==> src/rtl/mux_41_rr_arbiter_if.sv <==
// Bus bundle for the 4:1 round-robin arbitrated mux.
// master: the side that raises requests and supplies source data.
// slave : the arbiter/mux itself.
interface mux_41_rr_arbiter_if #(
   parameter int DATA_W = 8
);
   logic [3:0]        req;
   logic [DATA_W-1:0] i0;
   logic [DATA_W-1:0] i1;
   logic [DATA_W-1:0] i2;
   logic [DATA_W-1:0] i3;
   logic [3:0]        grant;
   logic [1:0]        sel;
   logic [DATA_W-1:0] out;
   logic              out_valid;

   modport master (
      output req, i0, i1, i2, i3,
      input  grant, sel, out, out_valid
   );

   modport slave (
      input  req, i0, i1, i2, i3,
      output grant, sel, out, out_valid
   );
endinterface

==> src/rtl/mux_41_rr_arbiter.sv <==
// 4:1 data mux whose select is owned by a round-robin arbiter.
// One source owns the mux until it drops its request; ownership then passes
// through a single dead cycle (SWITCH) to the next requester in rotation.
// Optional: define MUX_41_ARB_TIMEOUT_EN to cap a tenure at HOLD_MAX cycles.
//
// state  | meaning
// -------+-------------------------------------------------------------
// IDLE   | no owner, waiting for any request
// GRANT  | owner holds the mux, out follows i[owner] every cycle
// SWITCH | one dead cycle after a tenure, grant = 0, out held
module mux_41_rr_arbiter #(
   parameter int DATA_W   = 8,
   parameter int HOLD_MAX = 15
) (
   input  logic                  clk,
   input  logic                  rst_n,
   mux_41_rr_arbiter_if.slave    bus
);

   typedef enum logic [1:0] {
      IDLE   = 2'd0,
      GRANT  = 2'd1,
      SWITCH = 2'd2
   } state_t;

   localparam logic [3:0] TENURE_LAST = 4'(HOLD_MAX - 1);

   state_t            state;
   logic [3:0]        grant_q;
   logic [1:0]        sel_q;
   logic [DATA_W-1:0] out_q;
   logic              valid_q;
   logic [1:0]        last_owner;

   logic [1:0]        rr_winner;
   logic              rr_found;
   logic [1:0]        rr_idx;
   logic [DATA_W-1:0] owner_data;
   logic              tenure_hit;

   // Round-robin search starting one past the last owner, wrapping 3 -> 0.
   always_comb begin
      rr_found  = 1'b0;
      rr_winner = 2'd0;
      rr_idx    = 2'd0;
      for (int k = 1; k <= 4; k++) begin
         rr_idx = last_owner + 2'(k);
         if (!rr_found && bus.req[rr_idx]) begin
            rr_found  = 1'b1;
            rr_winner = rr_idx;
         end
      end
   end

   // Data mux driven by the registered owner (sel_q doubles as owner).
   always_comb begin
      owner_data = bus.i0;
      case (sel_q)
         2'd0:    owner_data = bus.i0;
         2'd1:    owner_data = bus.i1;
         2'd2:    owner_data = bus.i2;
         default: owner_data = bus.i3;
      endcase
   end

`ifdef MUX_41_ARB_TIMEOUT_EN
   logic [3:0] tenure;

   // Tenure counter: held at zero outside GRANT so every tenure starts fresh.
   always_ff @(posedge clk or negedge rst_n) begin
      if (!rst_n) begin
         tenure <= 4'd0;
      end else if (state != GRANT) begin
         tenure <= 4'd0;
      end else begin
         tenure <= tenure + 4'd1;
      end
   end

   assign tenure_hit = (state == GRANT) && (tenure == TENURE_LAST);
`else
   logic unused_hold;

   assign unused_hold = ^TENURE_LAST;
   assign tenure_hit  = 1'b0;
`endif

   // Arbitration FSM with all bus outputs registered.
   always_ff @(posedge clk or negedge rst_n) begin
      if (!rst_n) begin
         state      <= IDLE;
         grant_q    <= 4'b0000;
         sel_q      <= 2'd0;
         out_q      <= '0;
         valid_q    <= 1'b0;
         last_owner <= 2'd3;
      end else begin
         case (state)
            IDLE, SWITCH: begin
               valid_q <= 1'b0;
               if (rr_found) begin
                  state   <= GRANT;
                  grant_q <= 4'b0001 << rr_winner;
                  sel_q   <= rr_winner;
               end else begin
                  state   <= IDLE;
                  grant_q <= 4'b0000;
               end
            end
            GRANT: begin
               if (!bus.req[sel_q] || tenure_hit) begin
                  state      <= SWITCH;
                  grant_q    <= 4'b0000;
                  valid_q    <= 1'b0;
                  last_owner <= sel_q;
               end else begin
                  out_q   <= owner_data;
                  valid_q <= 1'b1;
               end
            end
            default: begin
               state   <= IDLE;
               grant_q <= 4'b0000;
               valid_q <= 1'b0;
            end
         endcase
      end
   end

   assign bus.grant     = grant_q;
   assign bus.sel       = sel_q;
   assign bus.out       = out_q;
   assign bus.out_valid = valid_q;

endmodule

==> src/flat_wrapper.sv <==
// flat-port wrapper written by rule: the top's interface ports become plain ports
module mux_41_rr_arbiter_flat 
#(
   parameter int DATA_W   = 8,
   parameter int HOLD_MAX = 15
)
  (clk, rst_n, bus_req, bus_i0, bus_i1, bus_i2, bus_i3, bus_grant, bus_sel, bus_out, bus_out_valid);
  mux_41_rr_arbiter_if #(.DATA_W(DATA_W)) bus_i ();
  input  logic clk;
  input  logic rst_n;
  input wire logic [$bits(bus_i.req)-1:0] bus_req;
  input wire logic [$bits(bus_i.i0)-1:0] bus_i0;
  input wire logic [$bits(bus_i.i1)-1:0] bus_i1;
  input wire logic [$bits(bus_i.i2)-1:0] bus_i2;
  input wire logic [$bits(bus_i.i3)-1:0] bus_i3;
  output wire logic [$bits(bus_i.grant)-1:0] bus_grant;
  output wire logic [$bits(bus_i.sel)-1:0] bus_sel;
  output wire logic [$bits(bus_i.out)-1:0] bus_out;
  output wire logic [$bits(bus_i.out_valid)-1:0] bus_out_valid;
  assign bus_i.req = bus_req;
  assign bus_i.i0 = bus_i0;
  assign bus_i.i1 = bus_i1;
  assign bus_i.i2 = bus_i2;
  assign bus_i.i3 = bus_i3;
  assign bus_grant = bus_i.grant;
  assign bus_sel = bus_i.sel;
  assign bus_out = bus_i.out;
  assign bus_out_valid = bus_i.out_valid;
  mux_41_rr_arbiter #(.DATA_W(DATA_W), .HOLD_MAX(HOLD_MAX)) u_core (.clk(clk), .rst_n(rst_n), .bus(bus_i));
endmodule
==> config.mk <==
export PLATFORM = sky130hd
export DESIGN_NAME = mux_41_rr_arbiter_flat
export DESIGN_NICKNAME = d
export VERILOG_FILES = /design/src/rtl/mux_41_rr_arbiter_if.sv /design/src/rtl/mux_41_rr_arbiter.sv /design/src/flat_wrapper.sv
export SDC_FILE = /design/constraint.sdc
export NUM_CORES = 1
export LEC_CHECK = 0
export ABC_AREA = 1
export BUFFER_PORTS_ARGS = -buffer_cell sky130_fd_sc_hd__buf_2
export CAP_MARGIN = 20
export CORE_MARGIN = 5
export CORE_UTILIZATION = 50
export CTS_CLUSTER_DIAMETER = 150
export DETAILED_ROUTE_END_ITERATION = 16
export GPL_TIMING_DRIVEN = 0
export PLACE_DENSITY_LB_ADDON = 0.08
export SLEW_MARGIN = 20
export SYNTH_ARGS = -nofsm -noshare
export SYNTH_HDL_FRONTEND = slang
export SYNTH_SLANG_ARGS = --single-unit
==> constraint.sdc <==
create_clock -name clk -period 3 [get_ports clk]
set_input_delay 0.45 -clock clk [delete_from_list [all_inputs] [get_ports clk]]
set_output_delay 0.45 -clock clk [all_outputs]
set_load 0.01 [all_outputs]
### After elaboration in Yosys (flattened, before gate mapping)

Cells that the tools add are included.

| cells by class | value |
|---|---|
| $add $sub $neg | 3 |
| magnitude comparators | 5 |
| equal/unequal tests | 5 |
| shifts and indexed selects | 1 |
| multiplexer cells | 27 |
| bitwise operators | 1 |
| reductions and logical operators | 12 |

Operators with widths:

| cell | count |
|---|---|
| 8-bit case mux with 3 select lines | 1 |
| 2-bit by 3-bit < comparator with 1-bit output, second input constant | 5 |
| 1-bit 2-to-1 mux | 12 |
| 1-bit binary-select mux with 2-bit select | 5 |
| 2-bit 2-to-1 mux | 5 |
| 4-bit 2-to-1 mux | 2 |
| 4-bit case mux with 2 select lines | 1 |
| 2-bit AND reduction | 3 |
| 2-bit adder, second input constant | 2 |
| 2-bit by 1-bit equality test with 1-bit output, second input constant | 2 |
| 2-bit equality test, second input constant | 2 |
| 2-bit logical NOT | 2 |
| 2-bit case mux with 2 select lines | 1 |
| 1-bit by 2-bit << shifter with 4-bit output, first input constant | 1 |
| 1-bit logical AND | 3 |
| 1-bit logical NOT | 3 |
| 2-bit by 1-bit adder with 2-bit output, second input constant | 1 |
| 2-bit != test, second input constant | 1 |
| 2-bit OR reduction | 1 |
| 1-bit inverter | 1 |

| word-level totals | value |
|---|---|
| flip-flop bits (word level) | 19 |
| output and inout port bits | 15 |
| logic and storage cells | 60 |

### Logic depth before layout (Yosys ltp)

Gate-level depths: netlist (run 1).

| logic depth | value |
|---|---|
| depth after elaboration | 16 |
| depth in mapped cells | 13 |
| mapped depth without buffers | 12 |

### Worst setup path after synthesis (run 1)

Ideal clock, no wire load.

| timing path | value |
|---|---|
| path type | flip-flop to flip-flop |
| start point | register u_core.last_owner[0] |
| end point | register u_core.grant_q[1], in the netlist u_core.bus.grant[1] |
| setup time | 0.117 ns |
| data arrival time | 1.366 ns |
| setup slack | 1.516 ns |
| stages on the path, launching flop included | 13 |
| path buffers | 1 |
| period minus slack after synthesis | 1.484 ns |
| cells stage by stage | dfstp_2 -> buf_6 -> inv_4 -> nand2_1 -> nand2_1 -> nand2_1 -> nand2_1 -> nor2_4 -> nand3_2 -> nand2_4 -> inv_1 -> nand3_1 -> nand2_1 |

| between the ends | value |
|---|---|
| cells in the longest elaborated chain, start to end | 16 |
| elaborated cells on any way between the ends | 28 |
| classes of those cells | 3 x add/sub; 1 x shift; 18 x mux; 6 x reduce/logical |

Ends and longest elaborated chain:

| element | RTL line | source |
|---|---|---|
| start: declaration | mux_41_rr_arbiter.sv:33 | `logic [1:0] last_owner;` |
| start signal: assignment | mux_41_rr_arbiter.sv:115 | `last_owner <= sel_q;` |
| 2-bit by 1-bit adder with 2-bit output | mux_41_rr_arbiter.sv:47 | `rr_idx = last_owner + 2'(k);` |
| 1-bit binary-select mux with 2-bit select | mux_41_rr_arbiter.sv:48 | `if (!rr_found && bus.req[rr_idx]) begin` |
| 1-bit 2-to-1 mux (not written as such) | mux_41_rr_arbiter.sv:48 |  |
| 1-bit 2-to-1 mux | mux_41_rr_arbiter.sv:48 |  |
| 1-bit logical NOT | mux_41_rr_arbiter.sv:48 |  |
| 1-bit logical AND | mux_41_rr_arbiter.sv:48 |  |
| 1-bit 2-to-1 mux | mux_41_rr_arbiter.sv:48 |  |
| 1-bit logical NOT | mux_41_rr_arbiter.sv:48 |  |
| 1-bit logical AND | mux_41_rr_arbiter.sv:48 |  |
| 1-bit 2-to-1 mux | mux_41_rr_arbiter.sv:48 |  |
| 1-bit logical NOT | mux_41_rr_arbiter.sv:48 |  |
| 1-bit logical AND | mux_41_rr_arbiter.sv:48 |  |
| 2-bit 2-to-1 mux | mux_41_rr_arbiter.sv:48 |  |
| 1-bit by 2-bit << shifter with 4-bit output | mux_41_rr_arbiter.sv:103 | `grant_q <= 4'b0001 << rr_winner;` |
| 4-bit 2-to-1 mux * | mux_41_rr_arbiter.sv:101 | `if (rr_found) begin` |
| 4-bit case mux with 2 select lines * | mux_41_rr_arbiter.sv:98 | `case (state)` |
| end signal: assignment | mux_41_rr_arbiter.sv:103 |  |
| end: declaration | mux_41_rr_arbiter.sv:29 | `logic [3:0] grant_q;` |

Mark *: on every way between the ends. The rest lies on a longest branch, timed or not. The select of a mux whose other input is x is not followed.
A chain may end at the register's enable or synchronous reset.

### Final worst setup path (run 1)

| timing path | value |
|---|---|
| start point | register u_core.sel_q[1], in the netlist u_core.bus.sel[1] |
| end point | register u_core.out_q[2], in the netlist u_core.bus.out[2] |

| between the ends | value |
|---|---|
| cells in the longest elaborated chain, start to end | 3 |
| elaborated cells on any way between the ends | 7 |
| classes of those cells | 2 x eq/ne; 3 x mux; 2 x reduce/logical |

Ends and longest elaborated chain:

| element | RTL line | source |
|---|---|---|
| start: declaration | mux_41_rr_arbiter.sv:30 | `logic [1:0] sel_q;` |
| start signal: assignment | mux_41_rr_arbiter.sv:104 | `sel_q <= rr_winner;` |
| 1-bit binary-select mux with 2-bit select | mux_41_rr_arbiter.sv:111 | `if (!bus.req[sel_q] \|\| tenure_hit) begin` |
| 1-bit 2-to-1 mux (not written as such) | mux_41_rr_arbiter.sv:111 |  |
| 2-bit AND reduction (no line) | - |  |
| end signal: assignment | mux_41_rr_arbiter.sv:117 | `out_q <= owner_data;` |
| end: declaration | mux_41_rr_arbiter.sv:31 | `logic [DATA_W-1:0] out_q;` |

Several ways; a longest one is shown, not always the timed one. The select of a mux whose other input is x is not followed.

==> out/results.ini, run 1 <==
[logic_synthesis]
syn-instance-count = 172
ys_warn_count = 0
syn_area_um2 = 1210
synth.distinct_cells = 23
ys_seq_area_share_pct = 39.5
synthesis.nets = 210
syn-mean-instance-area_um2 = 7.03
synth-seq-cells = 19

[die]
core-area_um2 = 2250
die_y_um = 59.2
die_area_um2 = 3500
ios = 53
start_util_pct = 53.6
die_w_um = 59.2
placementRows = 17

[global_route]
grt_pass1_vias = 1204
overflow = 0
grt.total_usage_pct = 19.1
grt_max_degree = 20
grt_pass1_wl_mm = 5.15
antenna_found_initial = 0

[cells_and_area]
mostFrequentLayoutCells = nand2_1, buf_2, dfrtp_1
final_util_pct = 67.9
drive_gt1_share_pct = 34.6
fin_nets = 267
layout_commonest_cell = nand2_1
nFillCells = 205
design_area_um2 = 1530
fin_cells = 256
diodes = 0
area_growth_syn_to_layout_pct = 26.7

[pwr]
ir_drop_mv = 0.606
power.density_nw_per_um2 = 1070
power.total_mw = 1.64
leakage_nw = 0.922

[detailed_routing]
wl_mm = 3.05
first_pass_iters = 4
final_antenna_net_count = 0
wire_per_inst_um = 11.9
num_vias = 1283
drt-initial-drc-count = 41
viasPerCell = 5.01
drc = 0

[timing]
setup-tns-final_ns = 0
worst_pin_slew_ns = 0.416
fin_crit_sh_pct = 55.1
rsz0062_at_grt = no
slew_headroom_pct = 72.3
hold_viol = 0
setup_viol_count_final = 0
drv_slew = 0
fmax_mhz = 605
clock_skew_ns = 0.00607
fin_ws_ns = 1.35
period_needed_ns = 1.65
hold_slack_ns = 0.0613

[clocking]
cts_tree = done
cts_buffer_depth = 2
cts_buffers = 3
cts_hold_buf = 0
post-cts-setup-buffers = 0
post_cts.resized_instances = 0
htreeDepth = 1
cts.sinks = 19
ctsRootBufferMaster = clkbuf_4
path_clk_slew_ns = 0.11
clock_latency_ns = 0.30

[critical_path]
worst_r2r_path_depth = 8
cp_max_fo = 10
rr_endpoint = u_core.bus.out[2]
worst-r2r-setup-slack_ns = 1.35
worstPathRequired_ns = 3.22
cp_data_arrival_time_ns = 1.87
critPathLaunchType = register
critical_path_class = reg2reg
cp-end-kind = register
reg2reg_from = u_core.bus.sel[1]

[job]
cap_violations = 0

[place]
io_buffers = 52
preCtsSetupSlack_ns = 1.34
dp_hpwl_mm = 2.52
placed_area_um2 = 1500
gp_congestion = 0.758
dp.cells = 252

[hold_path]
holdCritPathClass = in2async

[status]
status = finished clean

worst max-delay path, stage by stage, from the launching register on:
cell	delay, ns
dfrtp_1	0.45
nand2_1	0.08
clkinv_1	0.23
nand2_1	0.13
o2111ai_1	0.14
nand2_2	0.19
buf_4	0.20
nand2_1	0.05
o21ai_0	0.09
registers in the layout, indices dropped and copies added, names as in the netlist:
| register | cells |
|---|---|
| u_core.bus.grant | 4 |
| u_core.bus.out | 8 |
| u_core.bus.out_valid | 1 |
| u_core.bus.sel | 2 |
| u_core.last_owner | 2 |
| u_core.state | 2 |
logic make-up after synthesis:
family	Yosys count	synth area share (%)
buffers and inverters	22	7.97
and+or+nand+nor	109	40.5
DFF	19	39.5
AOI/OAI and AO/OA	22	12.0
Yosys cell counts:
| master | n | area [um^2] |
|---|---|---|
| a21oi_1 | 1 | 5.00 |
| a221oi_1 | 8 | 70.1 |
| a31oi_1 | 1 | 6.26 |
| buf_4 | 1 | 7.51 |
| buf_6 | 1 | 11.3 |
| clkinv_1 | 1 | 3.75 |
| dfrtp_1 | 17 | 425 |
| dfstp_2 | 2 | 52.6 |
| inv_1 | 14 | 52.6 |
| inv_2 | 4 | 15.0 |
| inv_4 | 1 | 6.26 |
| nand2_1 | 82 | 308 |
| nand2_2 | 6 | 37.5 |
| nand2_4 | 4 | 45.0 |
| nand3_1 | 7 | 35.0 |
| nand3_2 | 1 | 10.0 |
| nand4_1 | 1 | 6.26 |
| nor2_1 | 5 | 18.8 |
| nor2_2 | 1 | 6.26 |
| nor2_4 | 2 | 22.5 |
| o2111ai_1 | 1 | 8.76 |
| o21ai_0 | 7 | 35.0 |
| o21ai_1 | 4 | 20.0 |
report_power, final:
part	internal, mW	switching (mW)
registers	0.378	0.0672
logic	0.381	0.681
clock network	0.0497	0.0821
total	0.809	0.830
metal layers:
layer | vias to the layer above | part of all wire, % | GRT usage, %
li1 | 673 | - | -
met2 | 52 | 47 | 31.5
met1 | 554 | 44 | 24.5
met5 | - | 0 | 0
met4 | 0 | 1.1 | 6.15
met3 | 4 | 8.0 | 4.58
how the worst max path moves through the flow:
stage | from | endpoint | depth (start not counted)
6_report | u_core.bus.sel[1] | u_core.bus.out[2] | 8
3_3_place_gp | u_core.last_owner[0] | u_core.bus.grant[1] | 12
3_5_place_dp | u_core.bus.sel[1] | u_core.bus.out[2] | 8
2_1_floorplan | u_core.last_owner[0] | u_core.bus.grant[1] | 12
5_1_grt | u_core.bus.sel[1] | u_core.bus.out[0] | 8
4_1_cts | u_core.bus.sel[1] | u_core.bus.out[2] | 8
area by class of cell:
cell class,instances,area (um^2),area share [%]
multi-input cells,131,634,41.4
plain buffers,2,18.8,1.23
well taps,28,35.0,2.29
inverters,20,77.6,5.07
repair buffers,52,260,17.0
flip-flops and latches,19,478,31.2
clock inverters,1,5.00,0.327
clock buffers,3,22.5,1.47
No activity file was read; power rests on OpenSTA's default activity.
==> run 2, diff against run 1 <==
--- a/config.mk
+++ b/config.mk
@@ -5,11 +5,11 @@
 export SDC_FILE = /design/constraint.sdc
 export NUM_CORES = 1
 export LEC_CHECK = 0
-export ABC_AREA = 1
+export ABC_AREA = 0
 export BUFFER_PORTS_ARGS = -buffer_cell sky130_fd_sc_hd__buf_2
 export CAP_MARGIN = 20
 export CORE_MARGIN = 5
-export CORE_UTILIZATION = 50
+export CORE_UTILIZATION = 44
 export CTS_CLUSTER_DIAMETER = 150
 export DETAILED_ROUTE_END_ITERATION = 16
 export GPL_TIMING_DRIVEN = 0
==> constraint.sdc (replaced) <==
create_clock -name clk -period 1.65 [get_ports clk]
set_input_delay 0.2475 -clock clk [delete_from_list [all_inputs] [get_ports clk]]
set_output_delay 0.2475 -clock clk [all_outputs]
set_load 0.01 [all_outputs]
==> run 2 against run 1 <==
  * The flow now finishes with violations (negative setup slack)
  * Combinational power rose by 20%
  * Critical path depth shrank 5
  * Non-clock buffer count rose by 3
  * Final cell count is 32% lower
  * Highest routed layer unchanged
==> out/results.ini, run 2 <==
[logic_synthesis]
ys_warn_count = 0  ; unchanged
syn_area_um2 = 1020  ; -15%
synthTopCellsByArea = dfrtp_1, mux4_2, nand2_1, dfstp_2, mux2_2
synthFlopType = dfrtp_1
synthesis.nets = 127  ; -40%
syn-mean-instance-area_um2 = 11.5  ; +63%
synth.distinct_cells = 22  ; -4.3%
synth_common_cells = nand2_1, dfrtp_1, mux4_2
synth_edf_count = 0  ; unchanged
synth.largest_area_cell = dfrtp_1
async_reset_ff_share_pct = 100  ; unchanged
synth-seq-cells = 19  ; unchanged
yosysMostFrequentCell = nand2_1
synth_top_area_share_pct = 41.6  ; +6.4 points
ys_seq_area_share_pct = 46.8  ; +7.2 points
syn-instance-count = 89  ; -48%

[cells_and_area]
nFillCells = 198  ; -3.4%
layout_commonest_cell = buf_2
drive_gt1_share_pct = 51.7  ; +17 points
area_growth_syn_to_layout_pct = 33.9
mostFrequentLayoutCells = buf_2, nand2_1, dfrtp_1
largest_reg_flops = 8  ; unchanged
multi_input_area_um2 = 519  ; -18%
diodes = 0  ; unchanged
fin_nets = 186  ; -30%
final_util_pct = 61.9  ; -6.0 points
seq_area_um2 = 478  ; unchanged

[clocking]
clock_latency_ns = 0.29  ; about the same
ctsRootBufferMaster = clkbuf_4
cts.sinks = 19  ; unchanged
path_clk_slew_ns = 0.11  ; about the same
htreeDepth = 1  ; unchanged
cts_tree = done
cts_buffer_depth = 2  ; unchanged
cts_buffers = 3  ; unchanged

[global_route]
grt_max_degree = 20  ; unchanged
overflow = 0  ; unchanged
grt_pass1_vias = 947  ; -21%
grt.total_usage_pct = 16.4  ; -2.7 points
grt_pass1_wl_mm = 4.22  ; -18%
antenna_found_initial = 0  ; unchanged

[detailed_routing]
num_vias = 921  ; -28%
final_antenna_net_count = 0  ; unchanged
routed.top_layer = met4
wl_mm = 2.52  ; -17%
drc = 0  ; unchanged
drt-initial-drc-count = 17  ; -59%
wire_per_inst_um = 14.4  ; +21%
wl_met3_um = 206  ; -16%
wl_met2_mm = 1.24  ; -13%
first_pass_iters = 4  ; unchanged
wl_met1_mm = 1.03  ; -23%
viasPerCell = 5.26  ; +5.0%

[die]
die_y_um = 58.2  ; -1.6%
core-area_um2 = 2210  ; -1.9%
die_area_um2 = 3390  ; -3.2%
placementRows = 17  ; unchanged
ios = 53  ; unchanged
start_util_pct = 46.2  ; -7.4 points
die_w_um = 58.2  ; -1.6%

[timing]
setup_viol_count_final = 1  ; +1
slew_headroom_pct = 64.9  ; -7.4 points
clock_skew_ns = 0.00206  ; -0.00401 ns
period_needed_ns = 1.65  ; -0.000206 ns
drv_slew = 0  ; unchanged
hold_viol = 0  ; unchanged
fin_ws_ns = -0.00324  ; -1.35 ns
rsz0062_at_grt = yes
hold_slack_ns = 0.351  ; +0.290 ns
fmax_mhz = 605  ; about the same
worst_pin_slew_ns = 0.526  ; +0.111 ns
fin_crit_sh_pct = 100  ; +45 points

[critical_path]
cp_data_arrival_time_ns = 1.89  ; +0.02 ns
slowest_delay_ns = 0.58  ; +0.13 ns
crit_slowest_cell = mux4_2
cp_num_buf_inv = 0  ; -2
critical_path_class = reg2reg
worstPathRequired_ns = 1.88  ; -1.34 ns
cp-end-kind = register
critPathLaunchType = register
cp_max_fo = 3  ; -7
crit_chain = mux4_2 > nor3b_4 > mux2_2
path_delay_family = multiplexers

[status]
status = finished, violations left
violations = negative setup slack

[place]
io_buffers = 52  ; unchanged
gp_congestion = 0.838  ; +11%
dp_hpwl_mm = 1.99  ; -21%

[hold_path]
holdCritPathClass = in2reg

[pwr]
ir_drop_mv = 1.38  ; +130%
power.density_nw_per_um2 = 1730  ; +62%
leakage_nw = 0.708  ; -23%

[job]
cap_violations = 0  ; unchanged

## run 2: cell count changes in the layout (fill, tap and decap cells not counted), sizes merged, moves of 5 or more
cell and delta:
nor2 -5, mux4 +9, a221oi -8, nand2 -64, inv -16, nand3 -8, o21ai -7
## run 2: cell families after synthesis
family	count (synthesis)	synth area share, %
buffers and inverters	6	3.06
and+or+nand+nor	38	18.4
DFF	19	46.8
AOI/OAI and AO/OA	15	9.79
muxes	11	22.0
## run 2: per-stage QoR
stage          setup WS (ns)  std cells  TNS [ns]  area [um^2]  total power, mW
3_3_place_gp         -0.0104        169   -0.0104         1320             2.09
5_1_grt              -0.0848        175    -0.161         1370             2.57
3_5_place_dp         -0.0293        169   -0.0406         1320             2.13
2_1_floorplan         0.0248         89         0         1020             1.73
6_report            -0.00324        175  -0.00324         1370             2.37
4_1_cts              -0.0182        175   -0.0330         1360             2.39
## run 2: final timing paths
path / depth (start not counted) / to / startpoint / slack [ns]
worst max-delay path: 3 / u_core.last_owner[1] / u_core.bus.sel[0] / -0.003
worst min-delay path: 4 / u_core.bus.out[7] / bus_i0[7] / 0.35
worst max register to register: 3 / u_core.last_owner[1] / u_core.bus.sel[0] / -0.003
worst min register to register: 2 / u_core.bus.grant[1] / u_core.bus.grant[1] / 0.48
max in group asynchronous: 2 / u_core.last_owner[1] / rst_n / 0.91
min in group asynchronous: 2 / u_core.bus.out_valid / rst_n / 0.41
## run 2: timing repair
item	4_1_cts	5_1_grt
pin swaps	1	0
buffers inserted	1	0
hold endpoints to repair	17	0
endpoints found under the setup margin	4	7
gates cloned	0	0
hold buffers	1	0
resized for setup	0	2
## run 2: where the power goes
| group | leakage [nW] | total (mW) | switching [mW] | internal [mW] |
|---|---|---|---|---|
| Combinational | 0.455 | 1.27 | 0.642 | 0.627 |
| Sequential | 0.235 | 0.865 | 0.159 | 0.706 |
| Clock | 0.0177 | 0.234 | 0.144 | 0.0902 |
| Total | 0.708 | 2.37 | 0.945 | 1.42 |
## run 2: tightest hold or removal path, cell delays in order
cell	delay, ns
buf_2	0.07
mux4_2	0.21
nand2_1	0.05
nand2_1	0.05
## run 2: cell type report
| type | count | share of cell area [%] |
|---|---|---|
| tap | 28 | 2.56 |
| sequential | 19 | 34.9 |
| timing repair buffer | 54 | 20.3 |
| clock buffer | 3 | 1.65 |
| multi-input combinational | 64 | 37.9 |
| clock inverter | 1 | 0.366 |
| inverter | 3 | 0.823 |
| buffer | 3 | 1.46 |
## run 2: per-layer routing
layer	vias to the layer above	track usage, %
met4	0	8.28
met1	442	18.5
met3	4	3.34
met2	33	29.2
met5	-	0
li1	442	-
==> run 3, diff against run 2 <==
--- a/config.mk
+++ b/config.mk
@@ -8,9 +8,12 @@
 export ABC_AREA = 0
 export BUFFER_PORTS_ARGS = -buffer_cell sky130_fd_sc_hd__buf_2
 export CAP_MARGIN = 20
+export CELL_PAD_IN_SITES_DETAIL_PLACEMENT = 0
+export CELL_PAD_IN_SITES_GLOBAL_PLACEMENT = 2
 export CORE_MARGIN = 5
-export CORE_UTILIZATION = 44
+export CORE_UTILIZATION = 26
 export CTS_CLUSTER_DIAMETER = 150
+export CTS_CLUSTER_SIZE = 30
 export DETAILED_ROUTE_END_ITERATION = 16
 export GPL_TIMING_DRIVEN = 0
 export PLACE_DENSITY_LB_ADDON = 0.08
==> run 3 against run 2 <==
  * The flow now finishes without violations
  * Combinational power rose by 3%
  * Final cell count rose by 11%
  * Total power rose by 5.7%
  * Global-route usage fell by 5.1 points
  * Clock skew rose by 0.0022 ns
  * First-iteration DRC count rose by 35%
  * Die area rose by 56%
  * Design area rose by 3.7%
  * Register-to-register slack improved by 0.02 ns
  * Critical path depth did not move
  * Critical endpoint unchanged
  * Largest cell class unchanged
==> out/results.ini, run 3 (synthesized netlist as in run 2, its figures left out) <==
[status]
status = finished clean

[global_route]
grt_pass1_wl_mm = 4.57  ; +8.3%
overflow = 0  ; unchanged
use_met1_pct = 14.8  ; -3.7 points
antenna_found_initial = 0  ; unchanged
gr-max-usage-layer = met2
grt_max_degree = 20  ; unchanged
met2_usage_pct = 18.4  ; -11 points
grt_pass1_vias = 915  ; -3.4%
grt.total_usage_pct = 11.4  ; -5.1 points
grt.met3_usage_pct = 3.58  ; +0.24 points

[detailed_routing]
num_vias = 891  ; -3.3%
drc = 0  ; unchanged
drt-initial-drc-count = 23  ; +6
wl_mm = 2.87  ; +14%
wire_per_inst_um = 14.7  ; +2.4%
first_pass_iters = 4  ; unchanged
final_antenna_net_count = 0  ; unchanged
viasPerCell = 4.57  ; -13%

[timing]
setup_viol_count_final = 0  ; -1
worst_pin_slew_ns = 0.532  ; +0.00582 ns
rsz0062_at_grt = yes
hold_viol = 0  ; unchanged
slew_headroom_pct = 64.5  ; -0.39 points
setup-tns-final_ns = 0  ; +0.00324 ns
clock_skew_ns = 0.00429  ; +0.00223 ns
drv_slew = 0  ; unchanged
fmax_mhz = 614  ; +1.5%
hold_slack_ns = 0.399  ; +0.0481 ns
fin_crit_sh_pct = 98.7  ; -1.5 points
period_needed_ns = 1.63  ; -0.0250 ns

[pwr]
leakage_nw = 0.723  ; +2.1%
power.density_nw_per_um2 = 1760  ; +1.9%
ir_drop_mv = 0.756  ; -45%

[critical_path]
cp-startpoint = u_core.bus.sel[0]
worst_r2r_path_depth = 3  ; unchanged
reg2reg_from = u_core.bus.sel[0]
cp_data_arrival_time_ns = 1.82  ; -0.07 ns
critPathLaunchType = register
cp_max_fo = 3  ; unchanged
critical_path_class = reg2reg
worstPathRequired_ns = 1.84  ; -0.04 ns
setup.worst_path.end = u_core.last_owner[1]
rr_endpoint = u_core.last_owner[1]
worst-r2r-setup-slack_ns = 0.02  ; +0.02 ns
cp-end-kind = register

[clocking]
cts_tree = done
ctsRootBufferMaster = clkbuf_8
cts_buffers = 3  ; unchanged
cts.sinks = 19  ; unchanged
htreeDepth = 1  ; unchanged
clock_latency_ns = 0.25  ; -0.04 ns
cts_buffer_depth = 2  ; unchanged
path_clk_slew_ns = 0.07  ; -0.04 ns

[cells_and_area]
largest_reg_flops = 8  ; unchanged
final_util_pct = 37.9  ; -24 points
mostFrequentLayoutCells = buf_2, nand2_1, dfrtp_1
layout_commonest_cell = buf_2
diodes = 0  ; unchanged
fin_nets = 186  ; unchanged
area_growth_syn_to_layout_pct = 38.9
drive_gt1_share_pct = 51.7  ; unchanged

[die]
ios = 53  ; unchanged
start_util_pct = 27.3  ; -19 points
die_y_um = 72.7  ; +25%
die_area_um2 = 5290  ; +56%
die_w_um = 72.7  ; +25%
placementRows = 22  ; +5
core-area_um2 = 3740  ; +69%

[hold_path]
holdCritPathClass = in2reg

[place]
io_buffers = 52  ; unchanged
gp_congestion = 0.714  ; -15%
dp_hpwl_mm = 2.24  ; +13%

[job]
cap_violations = 0  ; unchanged

-- run 3: changes by cell type in the layout (fill, tap and decap cells not counted) --
| cell | change |
|---|---|
| clkbuf_4 | -3 |
| clkbuf_8 | +3 |
| mux2_2 | -2 |
| mux2_4 | +2 |
-- run 3: power breakdown --
group | total, mW | internal (mW) | switching [mW]
registers | 0.873 | 0.709 | 0.164
logic | 1.31 | 0.649 | 0.658
clock network | 0.322 | 0.168 | 0.154
-- run 3: worst min path at each step --
stage | slack (ns) | cells past startpoint | startpoint | to
2_1_floorplan | -0.05 | 0 | rst_n | u_core.bus.grant[0]
3_3_place_gp | 0.21 | 1 | rst_n | u_core.bus.out[1]
3_5_place_dp | 0.22 | 1 | rst_n | u_core.bus.out[1]
4_1_cts | 0.39 | 4 | bus_i2[5] | u_core.bus.out[5]
5_1_grt | 0.40 | 4 | bus_i0[1] | u_core.bus.out[1]
6_report | 0.40 | 4 | bus_i2[5] | u_core.bus.out[5]
-- run 3: timing repair --
| item | 4_1_cts | 5_1_grt |
|---|---|---|
| buffers inserted | 1 | 0 |
| hold buffers | 1 | 0 |
| pin swaps | 0 | 1 |
| endpoints found under the hold margin | 17 | 0 |
| resized for setup | 1 | 3 |
| setup endpoints to repair | 5 | 4 |
-- run 3: final cells by class --
| class | instances | area [um^2] |
|---|---|---|
| fillers | 404 | 2320 |
| clock inverters | 1 | 5.00 |
| clock buffers | 3 | 41.3 |
| multi-input cells | 64 | 527 |
| plain buffers | 3 | 20.0 |
| inverters | 3 | 11.3 |
| well taps | 48 | 60.1 |
| repair buffers | 54 | 278 |
| flip-flops and latches | 19 | 478 |
-- run 3: through the flow --
| step | area (um^2) | setup WS (ns) | power (mW) | instances |
|---|---|---|---|---|
| 2_1_floorplan | 1020 | 0.0248 | 1.73 | 89 |
| 3_3_place_gp | 1340 | -0.0418 | 2.14 | 189 |
| 3_5_place_dp | 1340 | -0.0468 | 2.16 | 189 |
| 4_1_cts | 1410 | 0.0388 | 2.54 | 195 |
| 5_1_grt | 1420 | -0.0330 | 2.73 | 195 |
| 6_report | 1420 | 0.0218 | 2.50 | 195 |
-- run 3: worst max-delay path, cell delays in order (launching register included) --
cell and delay (ns):
dfrtp_1 0.38, mux4_2 0.58, nor3b_4 0.29, mux2_4 0.32
-- run 3: routing by layer --
| metal | vias to the layer above | share of wire (%) | wire length, um |
|---|---|---|---|
| li1 | 441 | - | - |
| met1 | 420 | 43 | 1240 |
| met2 | 28 | 49 | 1400 |
| met3 | 2 | 7.5 | 215 |
| met4 | 0 | 0.56 | 16 |
| met5 | - | 0 | 0 |
